`src/rtl/axi_input_fifo_pkg.sv`:
```
// Shared definitions for the AXI input FIFO: write FSM encoding, default depth,
// and the block-length table selected by sel.
package axi_input_fifo_pkg;

  typedef enum logic [1:0] {
    ST_IDLE = 2'd0,
    ST_RECV = 2'd1,
    ST_ERR  = 2'd2
  } wr_state_t;

  localparam int DEPTH_DEFAULT = 16;

  typedef logic [31:0] word_t;
  typedef logic [4:0]  blk_len_t;

  // Block length in 32-bit words, indexed by sel.
  localparam blk_len_t BLK_LEN [4] = '{5'd7, 5'd8, 5'd12, 5'd16};

  function automatic blk_len_t blk_len(input logic [1:0] sel);
    return BLK_LEN[sel];
  endfunction

endpackage

```
`src/rtl/axi_input_fifo_if.sv`:
```
// AXI write-data channel (W beats) between an upstream master and the FIFO.
interface axi_input_fifo_if;
  import axi_input_fifo_pkg::*;

  word_t s_wdata;
  logic  s_wvalid;
  logic  s_wlast;
  logic  s_wready;

  modport master (output s_wdata, s_wvalid, s_wlast, input s_wready);
  modport slave  (input s_wdata, s_wvalid, s_wlast, output s_wready);

endinterface

```
`src/rtl/axi_input_fifo.sv`:
```
// AXI input FIFO: accepts 32-bit write beats grouped into fixed-length blocks,
// checks burst length against sel, and presents the stored data one byte at a
// time (little-endian byte order) with a marker on the final byte of each block.
module axi_input_fifo
  import axi_input_fifo_pkg::*;
#(
  parameter int DEPTH = DEPTH_DEFAULT
) (
  input  logic            wclk,
  input  logic            ARESETn,
  axi_input_fifo_if.slave s,
  input  logic [1:0]      sel,
  input  logic            clear,
  input  logic            rd_en,
  output logic [7:0]      data_out,
  output logic            out_valid,
  output logic            last_byte,
  output logic            err_wlast
);

  localparam int          AW       = $clog2(DEPTH);
  localparam logic [AW:0] PTR_ONE  = (AW + 1)'(1);
  localparam logic [AW:0] PTR_WRAP = {1'b1, {AW{1'b0}}};

  word_t       mem [DEPTH];
  logic [AW:0] wptr_reg, rptr_reg;
  logic [1:0]  bidx_reg;
  logic [3:0]  rcnt_reg;
  blk_len_t    lq0_reg, lq1_reg;
  logic [1:0]  lq_cnt_reg;

  wr_state_t   state_reg, state_next;
  logic [3:0]  beat_cnt_reg, beat_cnt_next;
  blk_len_t    len_reg, len_next;
  logic        err_reg, err_next;
  logic        ready_en_reg;

  logic        full, empty, ready, wr_en, blk_start;
  logic        rd_fire, word_done, blk_done;
  word_t       rd_word;
  blk_len_t    start_len;

  assign full      = (wptr_reg ^ rptr_reg) == PTR_WRAP;
  assign empty     = (wptr_reg == rptr_reg);
  assign start_len = blk_len(sel);

  assign s.s_wready = ready;
  assign err_wlast  = err_reg;

  assign out_valid = !empty;
  assign rd_word   = mem[rptr_reg[AW-1:0]];
  assign data_out  = rd_word[{bidx_reg, 3'b000} +: 8];
  assign last_byte = out_valid && (bidx_reg == 2'd3) && ({1'b0, rcnt_reg} == lq0_reg - 5'd1);

  assign rd_fire   = rd_en && out_valid;
  assign word_done = rd_fire && (bidx_reg == 2'd3);
  assign blk_done  = rd_fire && last_byte;

  // Write FSM next state: beat acceptance, burst-length check, sticky error.
  // A new block is held off while two blocks are already tracked by the
  // length queue, since the queue has only two entries.
  always_comb begin
    state_next    = state_reg;
    beat_cnt_next = beat_cnt_reg;
    len_next      = len_reg;
    err_next      = err_reg;
    ready         = 1'b0;
    wr_en         = 1'b0;
    blk_start     = 1'b0;

    case (state_reg)
      ST_IDLE: ready = ready_en_reg && !full && (lq_cnt_reg != 2'd2);
      ST_RECV: ready = ready_en_reg && !full;
      default: ready = 1'b0;
    endcase

    wr_en = s.s_wvalid && ready && !clear;

    if (wr_en) begin
      if (state_reg == ST_IDLE) begin
        blk_start     = 1'b1;
        len_next      = start_len;
        beat_cnt_next = 4'd1;
        if (s.s_wlast) begin
          state_next = ST_ERR;
          err_next   = 1'b1;
        end else begin
          state_next = ST_RECV;
        end
      end else begin
        beat_cnt_next = beat_cnt_reg + 4'd1;
        if ({1'b0, beat_cnt_reg} == len_reg - 5'd1) begin
          if (s.s_wlast) begin
            state_next    = ST_IDLE;
            beat_cnt_next = 4'd0;
          end else begin
            state_next = ST_ERR;
            err_next   = 1'b1;
          end
        end else if (s.s_wlast) begin
          state_next = ST_ERR;
          err_next   = 1'b1;
        end
      end
    end

    if (clear) begin
      state_next    = ST_IDLE;
      beat_cnt_next = 4'd0;
      err_next      = 1'b0;
    end
  end

  // Write FSM state register; ready stays low until the first edge after reset.
  always_ff @(posedge wclk or negedge ARESETn) begin
    if (!ARESETn) begin
      state_reg    <= ST_IDLE;
      beat_cnt_reg <= 4'd0;
      len_reg      <= '0;
      err_reg      <= 1'b0;
      ready_en_reg <= 1'b0;
    end else begin
      state_reg    <= state_next;
      beat_cnt_reg <= beat_cnt_next;
      len_reg      <= len_next;
      err_reg      <= err_next;
      ready_en_reg <= 1'b1;
    end
  end

  // Storage array write port; contents survive reset and clear.
  always_ff @(posedge wclk) begin
    if (wr_en) mem[wptr_reg[AW-1:0]] <= s.s_wdata;
  end

  // FIFO pointers, byte index within the head word, and word count within the block.
  always_ff @(posedge wclk or negedge ARESETn) begin
    if (!ARESETn) begin
      wptr_reg <= '0;
      rptr_reg <= '0;
      bidx_reg <= 2'd0;
      rcnt_reg <= 4'd0;
    end else if (clear) begin
      wptr_reg <= '0;
      rptr_reg <= '0;
      bidx_reg <= 2'd0;
      rcnt_reg <= 4'd0;
    end else begin
      if (wr_en)     wptr_reg <= wptr_reg + PTR_ONE;
      if (word_done) rptr_reg <= rptr_reg + PTR_ONE;
      if (rd_fire)   bidx_reg <= bidx_reg + 2'd1;
      if (blk_done)       rcnt_reg <= 4'd0;
      else if (word_done) rcnt_reg <= rcnt_reg + 4'd1;
    end
  end

  // Length queue: pushed when a block starts, popped when its last byte is consumed.
  always_ff @(posedge wclk or negedge ARESETn) begin
    if (!ARESETn) begin
      lq0_reg    <= '0;
      lq1_reg    <= '0;
      lq_cnt_reg <= 2'd0;
    end else if (clear) begin
      lq0_reg    <= '0;
      lq1_reg    <= '0;
      lq_cnt_reg <= 2'd0;
    end else begin
      case ({blk_start, blk_done})
        2'b10: begin
          if (lq_cnt_reg == 2'd0) lq0_reg <= start_len;
          else                    lq1_reg <= start_len;
          lq_cnt_reg <= lq_cnt_reg + 2'd1;
        end
        2'b01: begin
          lq0_reg    <= lq1_reg;
          lq_cnt_reg <= lq_cnt_reg - 2'd1;
        end
        2'b11: begin
          if (lq_cnt_reg == 2'd1) begin
            lq0_reg <= start_len;
          end else begin
            lq0_reg <= lq1_reg;
            lq1_reg <= start_len;
          end
        end
        default: ;
      endcase
    end
  end

endmodule

```
`src/flat_wrapper.sv`:
```
// flat-port wrapper written by rule: the top's interface ports become plain ports
module axi_input_fifo_flat import axi_input_fifo_pkg::*;
#(
  parameter int DEPTH = DEPTH_DEFAULT
)
  (wclk, ARESETn, sel, clear, rd_en, data_out, out_valid, last_byte, err_wlast, s_s_wdata, s_s_wvalid, s_s_wlast, s_s_wready);
  axi_input_fifo_if s_i ();
  input  logic wclk;
  input  logic ARESETn;
  input  logic [1:0] sel;
  input  logic clear;
  input  logic rd_en;
  output logic [7:0] data_out;
  output logic out_valid;
  output logic last_byte;
  output logic err_wlast;
  input wire logic [$bits(s_i.s_wdata)-1:0] s_s_wdata;
  input wire logic [$bits(s_i.s_wvalid)-1:0] s_s_wvalid;
  input wire logic [$bits(s_i.s_wlast)-1:0] s_s_wlast;
  output wire logic [$bits(s_i.s_wready)-1:0] s_s_wready;
  assign s_i.s_wdata = s_s_wdata;
  assign s_i.s_wvalid = s_s_wvalid;
  assign s_i.s_wlast = s_s_wlast;
  assign s_s_wready = s_i.s_wready;
  axi_input_fifo #(.DEPTH(DEPTH)) u_core (.wclk(wclk), .ARESETn(ARESETn), .s(s_i), .sel(sel), .clear(clear), .rd_en(rd_en), .data_out(data_out), .out_valid(out_valid), .last_byte(last_byte), .err_wlast(err_wlast));
endmodule
```
`config.mk`:
```
export PLATFORM = sky130hd
export DESIGN_NAME = axi_input_fifo_flat
export DESIGN_NICKNAME = d
export VERILOG_FILES = /design/src/rtl/axi_input_fifo_pkg.sv /design/src/rtl/axi_input_fifo_if.sv /design/src/rtl/axi_input_fifo.sv /design/src/flat_wrapper.sv
export SDC_FILE = /design/constraint.sdc
export NUM_CORES = 1
export LEC_CHECK = 0
export ABC_AREA = 0
export CORE_ASPECT_RATIO = 1.25
export CORE_MARGIN = 5
export CORE_UTILIZATION = 45
export CTS_BUF_LIST = sky130_fd_sc_hd__clkbuf_8
export DETAILED_ROUTE_END_ITERATION = 8
export GPL_ROUTABILITY_DRIVEN = 0
export PLACE_DENSITY = 0.75
export SLEW_MARGIN = 20
export SYNTH_ARGS = -nofsm -noshare
export SYNTH_HDL_FRONTEND = slang
export SYNTH_SLANG_ARGS = --single-unit
```
`constraint.sdc`:
```
create_clock -name wclk -period 5.1 [get_ports wclk]
set_clock_uncertainty 0.2 [all_clocks]
set_input_delay 0.51 -clock wclk [delete_from_list [all_inputs] [get_ports wclk]]
set_output_delay 0.51 -clock wclk [all_outputs]
set_load 0.1 [all_outputs]
```
==> results of run 1 <==
[final cells by class]
cell class,count,area [um^2],area share [%]
antenna,2,5.005,0.02031
clock buffer,89,1225,4.970
clock inverter,58,322.8,1.310
inverter,15,56.30,0.2284
multi-input combinational,448,5090,20.65
sequential,550,16330,66.27
tap,644,805.8,3.269
timing repair buffer,89,808.3,3.280
[kinds of logic after synthesis]
logic type	count (synthesis)	share of synthesized area, %
mux	150	13.89
other cells	1	0.01724
xor+xnor	29	1.237
compound gates	130	4.229
flops	550	75.07
simple gates	122	2.911
buf+inv	73	1.720
fa+ha+maj	16	0.9206
[report_power, final]
group	internal [mW]	switching [mW]	leakage [nW]
clock	1.72	1.63	0.892
sequential	4.96	0.0212	5.12
combinational	0.105	0.231	1.88
[routing by layer]
layer  share of wire (%)  track usage (%)
met5               0.057                0
met1                  39            23.73
met3                 6.6            3.472
met4                 2.5            6.509
met2                  52            29.92
[metrics by stage]
step,util (%),total power [mW],cells
2_1_floorplan,-,5.259,1071
6_report,51.26,8.674,1895
3_5_place_dp,48.01,5.411,1745
3_3_place_gp,48.01,5.400,1745
5_1_grt,51.25,8.996,1894
4_1_cts,51.25,8.752,1893
[layout by cell type (no fill, tap or decap), types with 4 or more instances in the layout]
cell type	n
edfxtp_1	512
mux4_2	121
clkbuf_8	89
a22oi_1	54
buf_4	43
inv_1	41
clkdlybuf4s50_1	41
dfrtp_1	36
a21oi_1	35
nand2_1	26
mux2i_1	25
nor2_1	24
xnor2_1	18
ha_1	16
clkinv_1	16
nand2b_1	10
xor2_1	10
nor3_1	9
and2_2	9
clkinv_2	9
or4_1	6
a22o_1	5
o21ai_0	5
and2_1	4
mux2_2	4
nor4_1	4
nand4_1	4
and3_1	4
a32o_1	4
[path summary, 6_finish.rpt]
| kind | from | end | slack, ps | depth (start not counted) |
|---|---|---|---|---|
| worst max-delay path | u_core.rptr_reg[0] | data_out[4] | 710 | 6 |
| worst min-delay path | u_core.lq1_reg[4] | u_core.lq1_reg[4] | 300 | 1 |
| worst max register to register | u_core.rptr_reg[0] | u_core.mem[11][19] | 1400 | 7 |
| worst min register to register | u_core.lq1_reg[4] | u_core.lq1_reg[4] | 300 | 1 |
| max in group asynchronous | ARESETn | u_core.rptr_reg[0] | 3720 | 2 |
| min in group asynchronous | ARESETn | u_core.bidx_reg[1] | 350 | 2 |
[repair_timing]
item | in CTS | in global routing
hold buffers | 1 | 0
hold endpoints to repair | 38 | 0
endpoints found under the setup margin | 0 | 0
==> results_dict.tcl, run 1 <==
set metrics [dict create \
    cts_inserted_buffers 84 \
    h-tree-depth 3 \
    grt_use_total_pct 17.99 \
    hpwl_um 26990 \
    p_leak_nw 7.894 \
    grt_setup_unrepaired "no" \
    netlist_top_cells_area "edfxtp_1 (71%), mux4_2 (13%), dfrtp_1 (4.4%), a22oi_1 (1.9%), mux2i_1 (1.2%)" \
    die-area_um2 52850 \
    hold_slack_ps 299.4 \
    synth_common_cells "edfxtp_1 (512), mux4_2 (121), a22oi_1 (54), dfrtp_1 (38), a21oi_1 (35)" \
    crit_slowest_cell "dfrtp_4" \
    num_rows 90 \
    via_count 10980 \
    vias_per_cell 5.793 \
    path_buf_inv 2 \
    tightest_slew_ps 965.6 \
    clk_latency_ps 620 \
    largest_reg_flops 512 \
    synth-async-reset-ratio_pct 6.909 \
    area_growth_pct 13.34 \
    drive_above_1_share_pct 24.50 \
    start_util_pct 45.23 \
    nFillCells 3744 \
    place_ws_ps 1300 \
    place_area_um2 23080 \
    portBuffers 51 \
    grt_pass1_wl_um 71160 \
    final_antenna_net_count 0 \
    max_freq_mhz 227.6 \
    synth.most_common_cell "edfxtp_1" \
    timing.final.crit_share_pct 86.16 \
    syn_area_per_cell_um2 20.30 \
    drt-initial-drc-count 906 \
    path_max_fanout 39 \
    synth-seq-cells 550 \
    clkSinkCount 550 \
    clkTransAtPathRegs_ps 60 \
    fin_area_um2 24650 \
    synth_cell_types 53 \
    coreArea_um2 48080 \
    fin_ws_ps 705.9 \
    slowest_delay_ps 820 \
    relSlewSlack_pct 35.42 \
    min_period_ps 4394 \
    dr.pass1.iters 5 \
    yosys.area.top_type_share_pct 70.70 \
    finalWirelength_um 47020 \
    wire_per_inst_um 24.81 \
    setup_violations 0 \
    cp-end-kind "output pin" \
    cts_tree "built" \
    grt_pass1_vias 11470 \
    io_pins 52 \
    clk_path_buf_depth 3 \
    hold_class "flop to flop" \
    fin_tns_setup_ps 0 \
    status "finished, final reports clean" \
    syn_area_um2 21750 \
    netlist_instances 1071 \
    slew_viol_final 0 \
    synth.largest_area_cell "edfxtp_1" \
    overflow 0 \
    crit_required_ps 4390 \
    drc_errors 0 \
    nets 1244 \
    die-width_um 206.6 \
    cts_resized 0 \
    crit_chain "buf_12 > mux4_2 > a22oi_1 > a21oi_1 > or4_1 > buf_4" \
    cp_top_family "flip-flops" \
    crit_type "flop to output pin" \
    ys.flop_type "edfxtp_1" \
    final_hold_viol_count 0 \
    grt_start_max_net_pins 64 \
    die_h_um 255.8 \
    seq_area_frac_synth_pct 75.07 \
    power_density_nw_per_um2 351.9 \
    arrival_ps 3680 \
    ys_warn_count 0 \
    synth_edf_count 512 \
    maxCapViolCount 0 \
    antenna_found_initial 4 \
    cts-root-buf "clkbuf_8" \
    synthesis.nets 1127 \
    postCtsSetupBuffers 0 \
    ir_worst_vdd_uv 181.8 \
    worst_setup_path_start_kind "flop" \
]
Note: power is estimated with default switching activity, not from simulation.
==> run 2: changes to the inputs <==
--- a/config.mk
+++ b/config.mk
@@ -6,13 +6,13 @@
 export NUM_CORES = 1
 export LEC_CHECK = 0
 export ABC_AREA = 0
-export CORE_ASPECT_RATIO = 1.25
 export CORE_MARGIN = 5
 export CORE_UTILIZATION = 45
 export CTS_BUF_LIST = sky130_fd_sc_hd__clkbuf_8
+export CTS_CLUSTER_DIAMETER = 150
 export DETAILED_ROUTE_END_ITERATION = 8
 export GPL_ROUTABILITY_DRIVEN = 0
-export PLACE_DENSITY = 0.75
+export PLACE_DENSITY = 0.73
 export SLEW_MARGIN = 20
 export SYNTH_ARGS = -nofsm -noshare
 export SYNTH_HDL_FRONTEND = slang
==> constraint.sdc (replaced) <==
create_clock -name wclk -period 5.18 [get_ports wclk]
set_clock_uncertainty 0.2 [all_clocks]
set_input_delay 0.518 -clock wclk [delete_from_list [all_inputs] [get_ports wclk]]
set_output_delay 0.518 -clock wclk [all_outputs]
set_load 0.1 [all_outputs]
==> run 2 against run 1 <==
Die area hardly changed. Count of clock-buffer cells in the layout stayed put. Global-route usage is 0.15 points lower. Critical path type unchanged. Worst setup slack better by 110 ps. Design area is 0.11% lower. Worst hold slack better by 2.2 ps. First-iteration DRC count is 35% higher. Clock power hardly changed. Sequential power is 2% lower. Highest routed layer unchanged. Via count is 0.53% lower.
==> results_dict.tcl, run 2 (same netlist as run 1, synthesis figures left out) <==
set metrics [dict create \
    grt_start_max_net_pins 60 \
    regToRegSetupSlack_ps 1320 \
    fin_tns_setup_ps 0 \
    antenna_found_initial 4 \
    final_antenna_net_count 0 \
    clkTransAtPathRegs_ps 60 \
    drc_errors 0 \
    fin_area_um2 24620 \
    nets 1238 \
    r2r_cells 7 \
    largest_reg_flops 512 \
    crit_required_ps 4460 \
    layout_commonest_cell "edfxtp_1" \
    timing.final.crit_share_pct 84.18 \
    crit_path_end "data_out[1]" \
    fin_ws_ps 819.5 \
    worst_setup_path_start_kind "flop" \
    slew_viol_final 0 \
    vias_per_cell 5.833 \
    power_mw 8.601 \
    cts_tree "built" \
    die-width_um 229.8 \
    dr.pass1.iters 5 \
    grt_use_total_pct 17.84 \
    die-area_um2 52820 \
    hpwl_um 26360 \
    finalWirelength_um 47330 \
    drive_above_1_share_pct 23.98 \
    die_h_um 229.8 \
    start_util_pct 45.55 \
    clk_latency_ps 650 \
    place_ws_ps 1307 \
    power_density_nw_per_um2 349.4 \
    coreArea_um2 47750 \
    num_rows 80 \
    hold_class "flop to flop" \
    layout_common_cells "edfxtp_1 (512), mux4_2 (121), clkbuf_8 (89)" \
    overflow 0 \
    ir_worst_vdd_uv 341.4 \
    cts_resized 0 \
    portBuffers 51 \
    clkSinkCount 550 \
    clk_path_buf_depth 3 \
    cp-end-kind "output pin" \
    cts_inserted_buffers 86 \
    h-tree-depth 3 \
    status "finished, final reports clean" \
    path_max_fanout 38 \
    wire_per_inst_um 25.28 \
    final_hold_viol_count 0 \
    place_area_um2 23010 \
    setup_violations 0 \
    via_count 10920 \
    r2r_start "u_core.rptr_reg[1]" \
    io_pins 52 \
    min_period_ps 4360 \
    maxCapViolCount 0 \
    relSlewSlack_pct 34.08 \
    drt-initial-drc-count 1226 \
    crit_type "flop to output pin" \
    r2r-end "u_core.mem[9][28]" \
    setup.worst_path.start "u_core.rptr_reg[0]" \
    grt_pass1_vias 11190 \
    grt_pass1_wl_um 71050 \
    grt_setup_unrepaired "no" \
    tightest_slew_ps 985.8 \
    area_growth_pct 13.21 \
    p_leak_nw 7.866 \
    hold_slack_ps 301.6 \
    max_freq_mhz 229.3 \
    cts-root-buf "clkbuf_8" \
    arrival_ps 3640 \
]
run 2: changes by cell type in the layout (fill, tap and decap cells not counted):
cell / before / now
buf_4: 43 / 33
clkinv_1: 16 / 29
clkinv_2: 9 / 13
inv_1: 41 / 38
buf_12: 3 / 4
inv_12: 1 / 2
clkdlybuf4s50_1: 41 / 42
bufinv_16: 2 / 1
nor2b_4: 0 / 2
nor2b_2: 2 / 0
run 2: worst min-delay path by stage:
| stage | startpoint | depth (start not counted) | slack (ps) | endpoint |
|---|---|---|---|---|
| 2_1_floorplan | ARESETn | 0 | 20 | u_core.beat_cnt_reg[0] |
| 3_3_place_gp | u_core.lq1_reg[2] | 1 | 280 | u_core.lq1_reg[2] |
| 3_5_place_dp | u_core.lq1_reg[2] | 1 | 290 | u_core.lq1_reg[2] |
| 4_1_cts | u_core.lq1_reg[2] | 1 | 300 | u_core.lq1_reg[2] |
| 5_1_grt | u_core.lq1_reg[2] | 1 | 310 | u_core.lq1_reg[2] |
| 6_report | u_core.lq1_reg[2] | 1 | 300 | u_core.lq1_reg[2] |
run 2: worst max-delay path, stage by stage, from the launching register on:
cell and delay [ps]:
dfrtp_4 740, buf_12 350, mux4_2 560, a22oi_1 250
a21oi_1 190, or4_1 590, buf_4 260
run 2: repair_timing:
action	CTS	global route
endpoints found under the setup margin	0	0
buffers inserted	0	0
hold buffers	1	0
endpoints found under the hold margin	38	0
run 2: routing by layer:
metal	track usage, %	vias up	part of all wire, %
met5	0	-	0.099
met4	4.577	6	1.7
met3	4.392	73	8.6
met2	28.17	462	48
met1	25.36	5706	41
li1	-	4673	-
run 2: report_power, final:
group          internal [mW]  total, mW  switching, mW  leakage, nW
logic                  0.103      0.338          0.236         1.84
clock network           1.67       3.36           1.69        0.905
registers               4.89       4.90         0.0173         5.12
run 2: stage by stage:
stage	instances	util, %
final	1872	51.56
after global routing	1871	51.56
after CTS	1870	51.55
after detailed placement	1708	48.20
after global placement	1708	48.20
after floorplan	1071	-
run 2: cell type report:
type                    instances  area, um^2
diodes                          2       5.005
clock buffers                  89        1225
clock inverters                72       366.6
fillers                      3645       23130
inverters                      15       56.30
multi-input cells             448        5100
flip-flops and latches        550       16330
well taps                     615       769.5
repair buffers                 81       763.2
